$ cat src/rtl/cvbs_sync_gen.sv
// cvbs_sync_gen: composite-video sync and test-pattern source.
// Produces a CVBS sample stream in PAL-normal, BK or vector sync style, or a
// constant black idle level. In vector mode an optional drifting DC floor
// models AC-coupled wander. Registered hsync/vsync/position outputs give a
// checker the ground truth for scoring a sync detector.
// Ports:
//   clk, reset      sample clock, asynchronous active-high reset
//   ce              clock enable; every register holds while low
//   mode            00 normal, 01 BK, 10 vector, 11 idle
//   cvbs            composite sample, W bits
//   ref_hsync       sync portion of an active/blank line
//   ref_vsync       whole vsync-region line
//   line_start      pulse at pixel 0
//   frame_start     pulse at pixel 0 of line 0
//   line_no         line index aligned with cvbs
//   pixel_no        pixel index aligned with cvbs
module cvbs_sync_gen #(
  parameter int unsigned W             = 6,
  parameter int unsigned LINE          = 1536,
  parameter int unsigned LINES         = 312,
  parameter int unsigned FPORCH        = 40,
  parameter int unsigned HS            = 113,
  parameter int unsigned HS_VEC        = 257,
  parameter int unsigned BPORCH        = 137,
  parameter int unsigned SSYNC         = 48,
  parameter int unsigned LSYNC         = 720,
  parameter int unsigned EQP           = 528,
  parameter int unsigned VSYNC_LONG    = 672,
  parameter int unsigned BLACK         = 12,
  parameter int unsigned VIDEO_BASE    = 15,
  parameter int unsigned VEC_VS_LINES  = 23,
  parameter int unsigned VEC_BLANK_END = 25,
  parameter int unsigned BK_VS_LINES   = 3,
  parameter int unsigned DRIFT_EN      = 1,
  parameter int unsigned DRIFT_W       = 16,
  parameter int unsigned DRIFT_UP      = 2,
  parameter int unsigned DRIFT_DN      = 6,
  parameter int unsigned DRIFT_RAMP    = 9216
) (
  input  logic         clk,
  input  logic         reset,
  input  logic         ce,
  input  logic [1:0]   mode,
  output logic [W-1:0] cvbs,
  output logic         ref_hsync,
  output logic         ref_vsync,
  output logic         line_start,
  output logic         frame_start,
  output logic [8:0]   line_no,
  output logic [10:0]  pixel_no
);

  localparam int unsigned PX_W          = 11;
  localparam int unsigned LN_W          = 9;
  localparam int unsigned LVL_W         = W + 5;
  localparam int unsigned ACC_W1        = DRIFT_W + 1;
  localparam int unsigned GLOB_W        = $clog2(DRIFT_RAMP + 1);
  localparam int unsigned EQP_W         = $clog2(EQP);
  localparam int unsigned MAX_LVL       = (2 ** W) - 1;
  localparam int unsigned HALF          = LINE / 2;
  localparam int unsigned NORM_VS_LINES = 6;

  localparam logic [1:0] MODE_NORMAL = 2'b00;
  localparam logic [1:0] MODE_BK     = 2'b01;
  localparam logic [1:0] MODE_VEC    = 2'b10;
  localparam logic [1:0] MODE_IDLE   = 2'b11;

  localparam logic [GLOB_W-1:0] GLOB_MAX = '1;

  logic [PX_W-1:0]    pixel_q, pixel_d;
  logic [LN_W-1:0]    line_q, line_d;
  logic [1:0]         mode_q, mode_d;
  logic [DRIFT_W-1:0] acc_q, acc_d;
  logic [GLOB_W-1:0]  glob_q, glob_d;
  logic [EQP_W-1:0]   eqp_q, eqp_d;
  logic [W-1:0]       cvbs_q, cvbs_d;
  logic               hsync_q, hsync_d;
  logic               vsync_q, vsync_d;
  logic               lstart_q, lstart_d;
  logic               fstart_q, fstart_d;
  logic [LN_W-1:0]    line_no_q;
  logic [PX_W-1:0]    pixel_no_q;

  logic               frame_wrap;
  logic               frame_pos;
  logic [PX_W-1:0]    half_px;
  logic [PX_W-1:0]    hs_len, hs_end, bp_end;
  logic               vs_line, sync_on, video_on, hs_on, active, video_en;
  logic               drift_on;
  logic [3:0]         floor_lvl;
  logic [LVL_W-1:0]   black_sum, sync_sum, video_sum;
  logic [ACC_W1-1:0]  acc_inc;

  // Clamp a level to the largest representable sample.
  function automatic logic [W-1:0] sat_lvl(input logic [LVL_W-1:0] v);
    return (v > LVL_W'(MAX_LVL)) ? W'(MAX_LVL) : v[W-1:0];
  endfunction

  // Pixel/line raster plus frame-relative glob and equalising-period counters.
  always_comb begin : counter_next
    pixel_d    = pixel_q + PX_W'(1);
    line_d     = line_q;
    glob_d     = glob_q;
    eqp_d      = eqp_q + EQP_W'(1);
    frame_wrap = 1'b0;
    if (pixel_q == PX_W'(LINE - 1)) begin
      pixel_d = '0;
      if (line_q == LN_W'(LINES - 1)) begin
        line_d     = '0;
        frame_wrap = 1'b1;
      end else begin
        line_d = line_q + LN_W'(1);
      end
    end
    if (glob_q != GLOB_MAX) glob_d = glob_q + GLOB_W'(1);
    if (eqp_q == EQP_W'(EQP - 1)) eqp_d = '0;
    if (frame_wrap) begin
      glob_d = '0;
      eqp_d  = '0;
    end
  end

  // Sample level, reference flags and drift for the current raster position.
  always_comb begin : sample_next
    frame_pos = (pixel_q == '0) && (line_q == '0);
    // The frame-start cycle already runs in the newly loaded mode.
    mode_d    = frame_pos ? mode : mode_q;
    half_px   = (pixel_q >= PX_W'(HALF)) ? pixel_q - PX_W'(HALF) : pixel_q;
    vs_line   = 1'b0;
    sync_on   = 1'b0;
    video_on  = 1'b0;
    hs_on     = 1'b0;
    active    = 1'b0;
    video_en  = 1'b1;
    hs_len    = PX_W'(HS);

    case (mode_d)
      MODE_NORMAL: begin
        if (line_q < LN_W'(NORM_VS_LINES)) begin
          vs_line = 1'b1;
          // Broad pulses on lines 0-1 and the first half of line 2.
          if ((line_q < LN_W'(2)) || ((line_q == LN_W'(2)) && (pixel_q < PX_W'(HALF))))
            sync_on = half_px < PX_W'(LSYNC);
          else
            sync_on = half_px < PX_W'(SSYNC);
        end else begin
          active = 1'b1;
        end
      end
      MODE_BK: begin
        if (line_q < LN_W'(BK_VS_LINES)) begin
          vs_line = 1'b1;
          // Inverted equalising: short black gap, long sync, free-running period.
          sync_on = eqp_q >= EQP_W'(SSYNC);
        end else begin
          active = 1'b1;
        end
      end
      MODE_VEC: begin
        if (line_q < LN_W'(VEC_VS_LINES)) begin
          vs_line = 1'b1;
          sync_on = pixel_q < PX_W'(VSYNC_LONG);
        end else begin
          active   = 1'b1;
          hs_len   = PX_W'(HS_VEC);
          video_en = line_q >= LN_W'(VEC_BLANK_END);
        end
      end
      default: ;
    endcase

    hs_end = PX_W'(FPORCH) + hs_len;
    bp_end = hs_end + PX_W'(BPORCH);
    if (active && (pixel_q >= PX_W'(FPORCH))) begin
      if (pixel_q < hs_end) begin
        sync_on = 1'b1;
        hs_on   = 1'b1;
      end else if (pixel_q >= bp_end) begin
        video_on = video_en;
      end
    end

    drift_on  = (DRIFT_EN != 0) && (mode_d == MODE_VEC);
    floor_lvl = drift_on ? acc_q[DRIFT_W-1 -: 4] : 4'd0;
    black_sum = LVL_W'(floor_lvl) + LVL_W'(BLACK);
    sync_sum  = LVL_W'(floor_lvl);
    video_sum = LVL_W'(VIDEO_BASE) + LVL_W'(pixel_q[3:0]);

    if (mode_d == MODE_IDLE) cvbs_d = W'(BLACK);
    else if (video_on)       cvbs_d = sat_lvl(video_sum);
    else if (sync_on)        cvbs_d = sat_lvl(sync_sum);
    else                     cvbs_d = sat_lvl(black_sum);

    // Floor ramps up during early vsync lines and bleeds off elsewhere.
    acc_inc = ACC_W1'(acc_q) + ACC_W1'(DRIFT_UP);
    acc_d   = '0;
    if (drift_on) begin
      if (vs_line && (glob_q < GLOB_W'(DRIFT_RAMP)))
        acc_d = acc_inc[DRIFT_W] ? '1 : acc_inc[DRIFT_W-1:0];
      else if (acc_q < DRIFT_W'(DRIFT_DN))
        acc_d = '0;
      else
        acc_d = acc_q - DRIFT_W'(DRIFT_DN);
    end

    hsync_d  = hs_on;
    vsync_d  = vs_line;
    lstart_d = pixel_q == '0;
    fstart_d = frame_pos;
  end

  always_ff @(posedge clk or posedge reset) begin
    if (reset) begin
      pixel_q    <= '0;
      line_q     <= '0;
      mode_q     <= MODE_NORMAL;
      acc_q      <= '0;
      glob_q     <= '0;
      eqp_q      <= '0;
      cvbs_q     <= '0;
      hsync_q    <= 1'b0;
      vsync_q    <= 1'b0;
      lstart_q   <= 1'b0;
      fstart_q   <= 1'b0;
      line_no_q  <= '0;
      pixel_no_q <= '0;
    end else if (ce) begin
      pixel_q    <= pixel_d;
      line_q     <= line_d;
      mode_q     <= mode_d;
      acc_q      <= acc_d;
      glob_q     <= glob_d;
      eqp_q      <= eqp_d;
      cvbs_q     <= cvbs_d;
      hsync_q    <= hsync_d;
      vsync_q    <= vsync_d;
      lstart_q   <= lstart_d;
      fstart_q   <= fstart_d;
      line_no_q  <= line_q;
      pixel_no_q <= pixel_q;
    end
  end

  assign cvbs        = cvbs_q;
  assign ref_hsync   = hsync_q;
  assign ref_vsync   = vsync_q;
  assign line_start  = lstart_q;
  assign frame_start = fstart_q;
  assign line_no     = line_no_q;
  assign pixel_no    = pixel_no_q;

endmodule

$ cat config.mk
export PLATFORM = sky130hd
export DESIGN_NAME = cvbs_sync_gen
export DESIGN_NICKNAME = d
export VERILOG_FILES = /design/src/rtl/cvbs_sync_gen.sv
export SDC_FILE = /design/constraint.sdc
export NUM_CORES = 1
export LEC_CHECK = 0
export ABC_CLOCK_PERIOD_IN_PS = 3000
export BUFFER_PORTS_ARGS = -buffer_cell sky130_fd_sc_hd__buf_2
export CAP_MARGIN = 20
export CORE_MARGIN = 1.5
export CORE_UTILIZATION = 45
export DETAILED_ROUTE_END_ITERATION = 6
export SLEW_MARGIN = 30
export SYNTH_ARGS = -nofsm -noshare
export SYNTH_HDL_FRONTEND = slang
export SYNTH_SLANG_ARGS = --single-unit
export TNS_END_PERCENT = 30
$ cat constraint.sdc
create_clock -name clk -period 3 [get_ports clk]
set_input_delay 0.15 -clock clk [delete_from_list [all_inputs] [get_ports clk]]
set_output_delay 0.15 -clock clk [all_outputs]
set_load 0.02 [all_outputs]
* After elaboration in Yosys (flattened, before gate mapping) *
Cells that the tools add are included.

cells by class
  $add $sub $neg = 11
  muxes and demuxes = 44
  $lt $le $gt $ge = 18
  divide/modulo/power cells = 0
  bitwise operators = 0
  shifts and indexed selects = 0
  reduce and logical (&&, ||, !) cells = 11
  equal/unequal tests = 8
  multiply operators = 0

operator list
  kind                   number
  $mux 16                4
  $lt 11x10->1 const B   3
  $mux 6                 5
  $mux 14                2
  $mux 9                 3
  $mux 11                2
  $mux 1                 21
  $mux 10                2
  $lt 9x2->1 const B     2
  $add 16x2->17 const B  1
  $lt 16x3->1 const B    1
  $sub 16x3->16 const B  1
  $add 14x1->14 const B  1
  $lt 14x14->1 const B   1
  $ne 14x14->1 const B   1
  $gt 5x6->1 const B     2
  $add 11x1->11 const B  1
  $add 11x8->11 const B  1
  $add 6x11->11 const A  1
  $eq 11x11->1 const B   1
  $ge 11x10->1 const B   1
  $ge 11x11->1           1
  $ge 11x6->1 const B    1
  $logic_not 11->1       1
  25 further kinds       32

storage, ports and cells
  latch bits = 0
  bits in read-only memories = 0
  output and inout bits = 30
  bits of input ports = 5
  bits in registers = 92
  RAM bits = 0
  memories kept = 0
  word-level logic and storage cells = 105

* Longest topological paths before layout *
Gate-level depths: netlist of the first run.

  depth after elaboration = 13
  gate-level depth with buffers = 15
  mapped depth without buffers = 12

* Least setup slack after synthesis of the first run *
OpenSTA, ideal clock, no wires.

  kind = register to register
  start point = reg line_q[7]
  end point = reg cvbs_q[0] (netlist: cvbs[0])
  data required time = 2.922 ns
  cell stages (with the launch flop) = 12
  period minus slack after synthesis = 3.223 ns
  data arrival time = 3.145 ns
  path buffers = 0
  setup time = 0.078 ns
  slack = -0.223 ns
  cells stage by stage = dfrtp_1 nor4_1 a31oi_1 inv_1 ha_1 nor3_1 a2111oi_0 o21ai_0 nand2_1 nor3_2 mux2_2 o2bb2ai_1

between the ends
  cells in the longest elaborated chain, start to end = 13
  elaborated cells on any way between the ends = 45
  those cells by class = 3 x add/sub; 8 x order compare; 4 x eq/ne; 24 x mux; 6 x reduce/logical

ends and longest elaborated chain
  item                                                                    RTL line  RTL
  start, declared                                                         71        logic [LN_W-1:0] line_q, line_d;
  start signal, assigned                                                  229       line_q <= line_d;
  parallel branches: the longest is 12 deep, another holds $add 6x11->11  n/a
  $mux 6 (*)                                                              189       if (mode_d == MODE_IDLE) cvbs_d = W'(BLACK);
  end signal, assigned                                                    234       cvbs_q <= cvbs_d;
  end, declared                                                           76        logic [W-1:0] cvbs_q, cvbs_d;

Every way passes the cells marked *.
A chain may end at the register's enable or synchronous reset.

* Final worst setup path of the first run *
  start point = reg pixel_q[6]
  end point = reg acc_q[11]

between the ends
  cells in the longest elaborated chain, start to end = 8
  elaborated cells on any way between the ends = 10
  those cells by class = 2 x eq/ne; 4 x mux; 4 x reduce/logical

ends and longest elaborated chain
  item                                RTL line  RTL
  start, declared                     70        logic [PX_W-1:0] pixel_q, pixel_d;
  start signal, assigned              228       pixel_q <= pixel_d;
  $logic_not 11->1 (*)                125       frame_pos = (pixel_q == '0) && (line_q == '0);
  $logic_and 1x1->1 (*)               125
  $mux 2 (*)                          127       mode_d = frame_pos ? mode : mode_q;
  $eq 2x2->1 (tied with other cells)  137, 183
  $pmux 1 s3                          137       case (mode_d)
  $logic_and 1x1->1                   198       if (vs_line && (glob_q < GLOB_W'(DRIFT_RAMP)))
  $mux 16                             198
  $mux 16 (*)                         197       if (drift_on) begin
  end signal, assigned                217       acc_q <= '0;
  end signal, assigned                231       acc_q <= acc_d;
  end, declared                       73        logic [DRIFT_W-1:0] acc_q, acc_d;

Mark *: on every way between the ends. The rest lies on a longest branch, timed or not.

==> flow_summary.ini, run 1 <==
[outcome]
run_status = complete, no violations

[power_and_ir_drop]
p_leak_nw = 2.98
power_density_mw_per_mm2 = 482
p_int_mw = 2.29
p_sw_share_pct = 30.4
irDropWorstVdd_mv = 0.270
p_sw_uw = 999
comb_power_share_pct = 21.3
pwr-share-clk_pct = 33.4
seq_power_share_pct = 45.4

[synth]
synth_top_flop_cell = dfrtp_1
avgSynthCellArea_um2 = 9.15
synth_edf_count = 0
synth_top_family_by_area = simple AND/OR/NAND/NOR gates
netlist.area_leader.share_pct = 39.6
synth.largest_area_cell = dfrtp_1
synth.distinct_cells = 77
synth_compound_area_share_pct = 13.9
synthMuxAreaShare_pct = 6.81
synth_adder_area_share_pct = 4.84
synth-async-reset-ratio_pct = 100
syn_area_mm2 = 0.00569
synthTopCellsByArea = dfrtp_1, mux2_2, ha_1, nor2_1, nand2_1
synthCells = 622
syn_nets = 649
synth-xor-area-share_pct = 5.85
ys_seq_area_share_pct = 39.6
synth-warning-count = 0
synthTopCellsByCount = dfrtp_1, nor2_1, nand2_1
yosysMostFrequentCell = dfrtp_1
synth_seq_cells = 90
synthSimpleGateAreaFrac_pct = 22.8

[clock_network]
cts-root-buf = clkbuf_16
numCtsBuffers = 9
worstSkewPairLatency_ns = 0.35
cts.sink_count = 90
cts_tree = yes
clkTransAtPathRegs_ns = 0.07
clockBufferDepth = 2
h-tree-depth = 3

[timing]
maxSlewHeadroom_pct = 54.3
fin_skew_ns = 0.0104
rsz0062_at_grt = true
setup_ws_ns = 0.0107
maxSlewViolCount = 0
max_freq_mhz = 335
tightestPinTransition_ns = 0.685
setup_viol = 0
fin_crit_sh_pct = 99.6
post-route-min-period_ns = 2.99
hold_violations = 0

[floorplanning]
die_h_um = 115
start_util_pct = 46.8
fp.coreArea_mm2 = 0.0122
dieArea_mm2 = 0.0133
ios = 35
die_x_um = 115
row_count = 40

[cells_and_area]
stdcell_area_mm2 = 0.00683
final-instance-count-excl-fill = 866
final_nets = 720
final_util_pct = 56.2
drive_gt1_share_pct = 27.2
area_growth_pct = 20.0

[grt]
antenna_found_initial = 1
overflow = 0
grt_first_pass_wirelength_mm = 23.2
grt_pass1_vias = 4607
grt_max_degree = 60
track_usage_pct = 22.2

[drt]
drt-total-wl_mm = 14.0
via_count = 4869
wire_per_inst_um = 16.1
vias_per_cell = 5.62
drt_iter0_drc = 290
first_pass_iters = 5
drcViolationCount = 0
ant_nets = 0

[placed_design]
dp_slack_ns = -0.137
gp_congestion = 0.890
place_inst = 833
numPortBuffers = 33
hpwlAfterDp_mm = 9.51
dpl_cell_area_mm2 = 0.00621

[critical_path]
ff2ff_path_depth = 11
arrival_ns = 3.27
path_max_fanout = 5
cpMostUsedCell = buf_12
end_kind = register
worst_setup_path_start_kind = register
worst_path_max_delay_cell = or4_4
cp.required_ns = 3.28
cp.depth = 11
max_stage_delay_ns = 0.55
crit_type = reg -> reg
cp_cell_sequence = or4_4, and4bb_4, and3_4, mux2i_2, mux2_4, o21ai_4, buf_12, buf_12, nand3_1, a21oi_1, a2bb2oi_1
critPathTopFamily = simple AND/OR/NAND/NOR gates
crit_buf_inv = 2

[run]
timing.max_cap.violations = 0

[hold_path]
min_path_cells = 2
hold_path.class = in -> reg
## registers in the layout, indices dropped and copies added (netlist names), 2 cells and up
| name | cells |
|---|---|
| eqp_q | 10 |
| glob_q | 14 |
| cvbs | 5 |
| pixel_no | 11 |
| line_q | 9 |
| line_no | 9 |
| acc_q | 15 |
| pixel_q | 11 |
| mode_q | 2 |
## power by group through the flow
stage	Combinational [mW]	Sequential [mW]	Clock, mW
after global routing	0.776	1.52	1.17
after CTS	0.675	1.49	1.12
after detailed placement	0.664	1.50	0
after floorplan	0.439	1.54	0
after global placement	0.654	1.50	0
final	0.700	1.49	1.10
## placed cells by master (no fill, tap or decap), drive strengths merged, types with 6 or more instances in the layout
cell    count
nor2b       6
nor3       18
a21oi      23
xor2       20
ha         22
and3        6
inv        18
xnor2      18
o21ai      38
o211ai      6
or3         7
clkbuf     10
mux2       27
dfrtp      90
buf        99
mux2i       8
nand2      62
nand3      32
nand4      21
nor4       10
nor2       68
## per-layer routing
layer	track usage, %	vias up	part of all wire [%]
met5	0	-	0
met4	8.81	0	1.9
met3	3.71	22	4.0
met2	34.3	99	47
met1	31.3	2385	47
li1	-	2363	-
## worst paths after layout
check	end	from	slack, ns
max in group asynchronous	cvbs[1]	reset	1.84
min	mode_q[0]	mode[0]	0.13
min reg2reg	ref_hsync	ref_hsync	0.48
max	acc_q[11]	pixel_q[6]	0.01
min in group asynchronous	glob_q[4]	reset	0.42
max reg2reg	acc_q[11]	pixel_q[6]	0.01
## metrics by stage
| stage | setup TNS (ns) | hold WS [ns] | total power [mW] |
|---|---|---|---|
| 6_report | 0 | 0.126 | 3.29 |
| 3_5_place_dp | -1.01 | 0.254 | 2.17 |
| 5_1_grt | -0.995 | 0.132 | 3.46 |
| 4_1_cts | -0.00610 | 0.104 | 3.29 |
| 3_3_place_gp | -0.0427 | 0.252 | 2.15 |
| 2_1_floorplan | -0.0867 | 0.300 | 1.97 |
## worst reg2reg max path, stage by stage (launching register included)
cell,delay (ns)
dfrtp_1,0.39
or4_4,0.55
and4bb_4,0.32
and3_4,0.20
mux2i_2,0.23
mux2_4,0.35
o21ai_4,0.23
buf_12,0.17
buf_12,0.10
nand3_1,0.07
a21oi_1,0.16
a2bb2oi_1,0.16
## what timing repair did
action	in CTS	in global routing
gates resized for setup	8	31
buffers inserted	10	5
cloned	1	0
endpoints found under the hold margin	33	0
endpoints found under the setup margin	17	22
pin swaps	9	16
hold buffers	1	0
## logic make-up after synthesis
family                     after synthesis
buffers and inverters                   61
other                                    1
DFF                                     90
muxes                                   35
xor gates and xnor gates                38
AOI/OAI and AO/OA                      117
adders and majority gates               22
and+or+nand+nor                        258
## layout make-up
type / instances / area, um2
repair buffers: 101 / 739
well taps: 168 / 210
diodes: 2 / 5.00
fillers: 1100 / 5330
multi-input cells: 471 / 3280
clock buffers: 10 / 229
clock inverters: 4 / 45.0
flip-flops and latches: 90 / 2250
inverters: 20 / 76.3
(Power assumes the default switching activity.)
==> run 2, diff against run 1 <==
--- a/config.mk
+++ b/config.mk
@@ -11,6 +11,7 @@
 export CORE_MARGIN = 1.5
 export CORE_UTILIZATION = 45
 export DETAILED_ROUTE_END_ITERATION = 6
+export MAX_ROUTING_LAYER = met4
 export SLEW_MARGIN = 30
 export SYNTH_ARGS = -nofsm -noshare
 export SYNTH_HDL_FRONTEND = slang
==> run 2 against run 1 <==
  * Total power rose by 0.92%
  * Maximum frequency grew 0.47%
  * Hold slack got worse by 0.0029 ns
  * Flip-flop and latch count unchanged
  * Via count fell by 1.8%
  * Clock power grew 5%
  * Setup slack gained 0.014 ns
  * First-iteration DRC count down 23%
  * Clock skew is 0.0020 ns lower
  * Critical path type unchanged
  * Combinational power fell by 4.4%
==> flow_summary.ini, run 2 (synthesized netlist as in run 1, its figures left out) <==
[drt]
via_count = 4780
wire_per_inst_um = 15.7
drt_iter0_drc = 224
vias_per_cell = 5.56
first_pass_iters = 4
drcViolationCount = 0
ant_nets = 0
drt-total-wl_mm = 13.5

[grt]
antenna_found_initial = 2
track_usage_pct = 23.0
grt_pass1_vias = 4724
grt_first_pass_wirelength_mm = 23.4
grt_max_degree = 60
overflow = 0

[outcome]
run_status = complete, no violations

[timing]
fin_crit_sh_pct = 99.2
tightestPinTransition_ns = 0.689
post-route-min-period_ns = 2.98
setup_viol = 0
hold_violations = 0
setup_tns_ns = 0
max_freq_mhz = 336
fin_skew_ns = 0.00845
rsz0062_at_grt = true
whs_ns = 0.123
maxSlewHeadroom_pct = 54.1
maxSlewViolCount = 0

[cells_and_area]
final-instance-count-excl-fill = 860
stdcell_area_mm2 = 0.00675
drive_gt1_share_pct = 24.8
largest_register_ffs = 15
reg_top3 = acc_q: 15 flops, glob_q: 14 flops
final_cell_mix = dfrtp_1, nor2_1, nand2_1
regMostFlops = acc_q
area_growth_pct = 18.5
fillers = 1113
final_nets = 712
final_util_pct = 55.5
final_common_cell = dfrtp_1

[floorplanning]
dieArea_mm2 = 0.0133
die_h_um = 115
die_x_um = 115
start_util_pct = 46.8
ios = 35
fp.coreArea_mm2 = 0.0122
row_count = 40

[power_and_ir_drop]
p_sw_uw = 988
irDropWorstVdd_mv = 0.414
p_leak_nw = 2.93
power_density_mw_per_mm2 = 492
p_int_mw = 2.33
pwr-share-clk_pct = 35.0
p_sw_share_pct = 29.7
comb_power_share_pct = 20.2
seq_power_share_pct = 44.8

[clock_network]
h-tree-depth = 3
cts.sink_count = 90
worstSkewPairLatency_ns = 0.35
clkTransAtPathRegs_ns = 0.07
numCtsBuffers = 9
cts_tree = yes
clockBufferDepth = 2
cts-root-buf = clkbuf_16

[critical_path]
r2r_slack_ns = 0.02
crit_type = reg -> reg
r2r_start = pixel_q[6]
cp.required_ns = 3.21
end_kind = register
rr_endpoint = acc_q[11]
arrival_ns = 3.18
path_max_fanout = 6
setup.worst_path.start = pixel_q[6]
worst_setup_path_start_kind = register
ff2ff_path_depth = 11

[placed_design]
hpwlAfterDp_mm = 9.57
numPortBuffers = 33
place_inst = 831
dpl_cell_area_mm2 = 0.00621
gp_congestion = 0.899

[hold_path]
min_path_cells = 2
hold_path_end = mode_q[0]
hold_path.class = in -> reg
hp-start = mode[0]

[run]
timing.max_cap.violations = 0
## run 2: changes by cell type in the layout (fill, tap and decap cells not counted), moves of 2 or more
cell,delta
buf_4,-10
clkbuf_8,+2
clkinv_2,-3
clkinvlp_4,+2
ha_1,+3
ha_4,-2
mux2i_1,+2
## run 2: power by group through the flow
| stage | clock, mW | combinational [mW] | sequential (mW) |
|---|---|---|---|
| floorplan | 0 | 0.439 | 1.54 |
| global placement | 0 | 0.653 | 1.50 |
| detailed placement | 0 | 0.660 | 1.50 |
| global route | 1.24 | 0.749 | 1.52 |
| finish | 1.16 | 0.669 | 1.49 |
| CTS | 1.20 | 0.672 | 1.49 |
## run 2: metrics by stage
step                      worst slack [ns]  total power, mW
after floorplan                    -0.0289             1.97
after global placement             -0.0113             2.15
after detailed placement           -0.0971             2.16
after CTS                          0.00489             3.36
after global routing               -0.0955             3.51
final                               0.0246             3.32
## run 2: how the worst max path moves through the flow
stage / depth (start not counted) / end
after global placement: 11 / acc_q[15]
final: 11 / acc_q[11]
after global routing: 11 / acc_q[11]
after detailed placement: 12 / acc_q[3]
after CTS: 9 / acc_q[4]
after floorplan: 11 / acc_q[14]
## run 2: area by class of cell
type | count | area [um2] | area share [%]
Clock inverter | 4 | 50.0 | 0.742
Inverter | 20 | 77.6 | 1.15
Tap cell | 168 | 210 | 3.12
Clock buffer | 12 | 256 | 3.80
Sequential cell | 90 | 2250 | 33.4
Multi-Input combinational cell | 471 | 3220 | 47.7
Timing Repair Buffer | 93 | 678 | 10.1
Antenna cell | 2 | 5.00 | 0.0742
## run 2: timing repair
| action | 4_1_cts | 5_1_grt |
|---|---|---|
| endpoints found under the hold margin | 11 | 0 |
| setup buffers | 4 | 6 |
| endpoints found under the setup margin | 16 | 20 |
| pin swaps | 2 | 17 |
| gates resized for setup | 3 | 30 |
| hold buffers | 1 | 0 |
## run 2: metal layers
layer	routed length (um)	vias up	track usage, %
met3	502	15	4.65
met2	6450	75	35.7
met1	6400	2339	30.4
met5	0	-	-
met4	176	0	6.83
li1	-	2351	-
## run 2: worst max-delay path: stages, from the launching register on
cell	delay, ns
dfrtp_1	0.38
or4_4	0.53
and4bb_4	0.32
and3_4	0.21
mux2i_2	0.23
mux2_4	0.36
o21ai_4	0.21
buf_12	0.15
buf_8	0.11
nor4_1	0.05
a31oi_1	0.19
a2bb2oi_1	0.09
==> run 3, diff against run 2 <==
--- a/config.mk
+++ b/config.mk
@@ -9,7 +9,7 @@
 export BUFFER_PORTS_ARGS = -buffer_cell sky130_fd_sc_hd__buf_2
 export CAP_MARGIN = 20
 export CORE_MARGIN = 1.5
-export CORE_UTILIZATION = 45
+export CORE_UTILIZATION = 40
 export DETAILED_ROUTE_END_ITERATION = 6
 export MAX_ROUTING_LAYER = met4
 export SLEW_MARGIN = 30
==> run 3 against run 2 <==
  * Die area up 12%
  * Critical path type unchanged
  * Maximum frequency up 0.22%
  * Total power down 0.12%
  * Critical path depth down 1
  * Global-route usage down 2.1 points
  * Largest power group unchanged
==> flow_summary.ini, run 3 (synthesized netlist as in run 1, its figures left out) <==
[outcome]
run_status = complete, no violations

[placed_design]
place_inst = 846
hpwlAfterDp_mm = 10.0
gp_congestion = 0.907
numPortBuffers = 33

[cells_and_area]
final_nets = 717
final-instance-count-excl-fill = 876
drive_gt1_share_pct = 25.8
reg_top3 = acc_q: 15 flops, glob_q: 14 flops
final_util_pct = 48.7
regMostFlops = acc_q
final_cell_mix = dfrtp_1, nor2_1, nand2_1, buf_4, buf_2
fillers = 1349
largest_register_ffs = 15
final_common_cell = dfrtp_1
area_growth_pct = 18.8

[timing]
hold_violations = 0
setup_viol = 0
fin_skew_ns = 0.00671
maxSlewHeadroom_pct = 51.5
tightestPinTransition_ns = 0.721
fin_crit_sh_pct = 99.0
whs_ns = 0.127
post-route-min-period_ns = 2.97
max_freq_mhz = 337
rsz0062_at_grt = true
setup_tns_ns = 0
maxSlewViolCount = 0

[grt]
track_usage_pct = 20.8
grt_max_degree = 60
grt_pass1_vias = 4771
antenna_found_initial = 1
grt_first_pass_wirelength_mm = 23.8
overflow = 0

[floorplanning]
fp.coreArea_mm2 = 0.0139
start_util_pct = 41.0
die_h_um = 122
row_count = 43
die_x_um = 122
ios = 35
dieArea_mm2 = 0.0150

[clock_network]
numCtsBuffers = 9
cts-root-buf = clkbuf_16
cts_tree = yes
clockBufferDepth = 2
worstSkewPairLatency_ns = 0.36
clkTransAtPathRegs_ns = 0.07
cts.sink_count = 90
h-tree-depth = 3

[power_and_ir_drop]
power_density_mw_per_mm2 = 491
irDropWorstVdd_mv = 0.533
p_leak_nw = 2.96

[hold_path]
hold_path_end = mode_q[0]
hp-start = mode[0]
min_path_cells = 2
hold_path.class = in -> reg

[critical_path]
worst_path_max_delay_cell = or4_4
rr_endpoint = acc_q[3]
ff2ff_path_depth = 10
arrival_ns = 3.17
path_max_fanout = 8
cp.required_ns = 3.21
max_stage_delay_ns = 0.53
r2r_slack_ns = 0.03
cp_cell_sequence = or4_4, and4bb_4, and3_4, mux2i_2, mux2_4, o21ai_4, buf_12, nand2_8, o2111ai_2, o211ai_1
worst_setup_path_start_kind = register
crit_type = reg -> reg
end_kind = register
crit_buf_inv = 1
r2r_start = pixel_q[2]
critPathTopFamily = simple AND/OR/NAND/NOR gates

[drt]
drt-total-wl_mm = 14.3
drcViolationCount = 0
wire_per_inst_um = 16.3
via_count = 4883
vias_per_cell = 5.57
drt_iter0_drc = 367
first_pass_iters = 5
ant_nets = 0

[run]
timing.max_cap.violations = 0
-- run 3: worst reg2reg max path: cells and delay by family, from the launching register on --
| family | cells | cell delay [ns] |
|---|---|---|
| DFF | 1 | 0.38 |
| and+or+nand+nor | 4 | 1.12 |
| AOI/OAI and AO/OA | 3 | 0.57 |
| buffers and inverters | 1 | 0.18 |
| muxes | 2 | 0.57 |
-- run 3: layer usage --
| layer | global-route usage (%) | vias up | wire, um |
|---|---|---|---|
| li1 | - | 2364 | - |
| met5 | - | - | 0 |
| met1 | 27.8 | 2372 | 6750 |
| met3 | 5.44 | 18 | 692 |
| met4 | 6.10 | 0 | 170 |
| met2 | 31.1 | 129 | 6660 |
-- run 3: report_power, final --
part | total (mW) | switching (mW) | internal [mW]
sequential | 1.49 | 0.129 | 1.36
clock | 1.15 | 0.527 | 0.621
combinational | 0.683 | 0.399 | 0.284
total | 3.32 | 1.05 | 2.26
-- run 3: area by class of cell --
cell class	count	area [um2]	area share, %
Multi-Input combinational cell	472	3220	47.6
Sequential cell	90	2250	33.3
Timing Repair Buffer	97	689	10.2
Clock buffer	11	253	3.74
Tap cell	180	225	3.33
Inverter	20	76.3	1.13
Clock inverter	5	46.3	0.685
Antenna cell	1	2.50	0.0370
-- run 3: timing repair --
action / CTS / global route
setup endpoints to repair: 6 / 19
gates resized for setup: 2 / 24
hold buffers: 1 / 0
setup buffers: 0 / 10
endpoints found under the hold margin: 37 / 0
pin swaps: 0 / 13
cloned: 0 / 2
-- run 3: how the worst max path moves through the flow --
stage / slack [ns] / endpoint / startpoint / depth (start not counted)
floorplan: -0.03 / acc_q[14] / pixel_q[2] / 11
global placement: 0.06 / acc_q[10] / pixel_q[2] / 10
detailed placement: -0.03 / acc_q[3] / pixel_q[0] / 12
CTS: -0.03 / acc_q[3] / pixel_q[2] / 10
global route: -0.07 / acc_q[4] / pixel_q[2] / 10
finish: 0.03 / acc_q[3] / pixel_q[2] / 10
-- run 3: metrics by stage --
step	power (mW)	instance area (um2)	setup slack, ns
2_1_floorplan	1.97	5720	-0.0289
3_3_place_gp	2.14	6240	0.0613
3_5_place_dp	2.18	6240	-0.0308
4_1_cts	3.34	6550	-0.0296
5_1_grt	3.50	6760	-0.0750
6_report	3.32	6760	0.0311
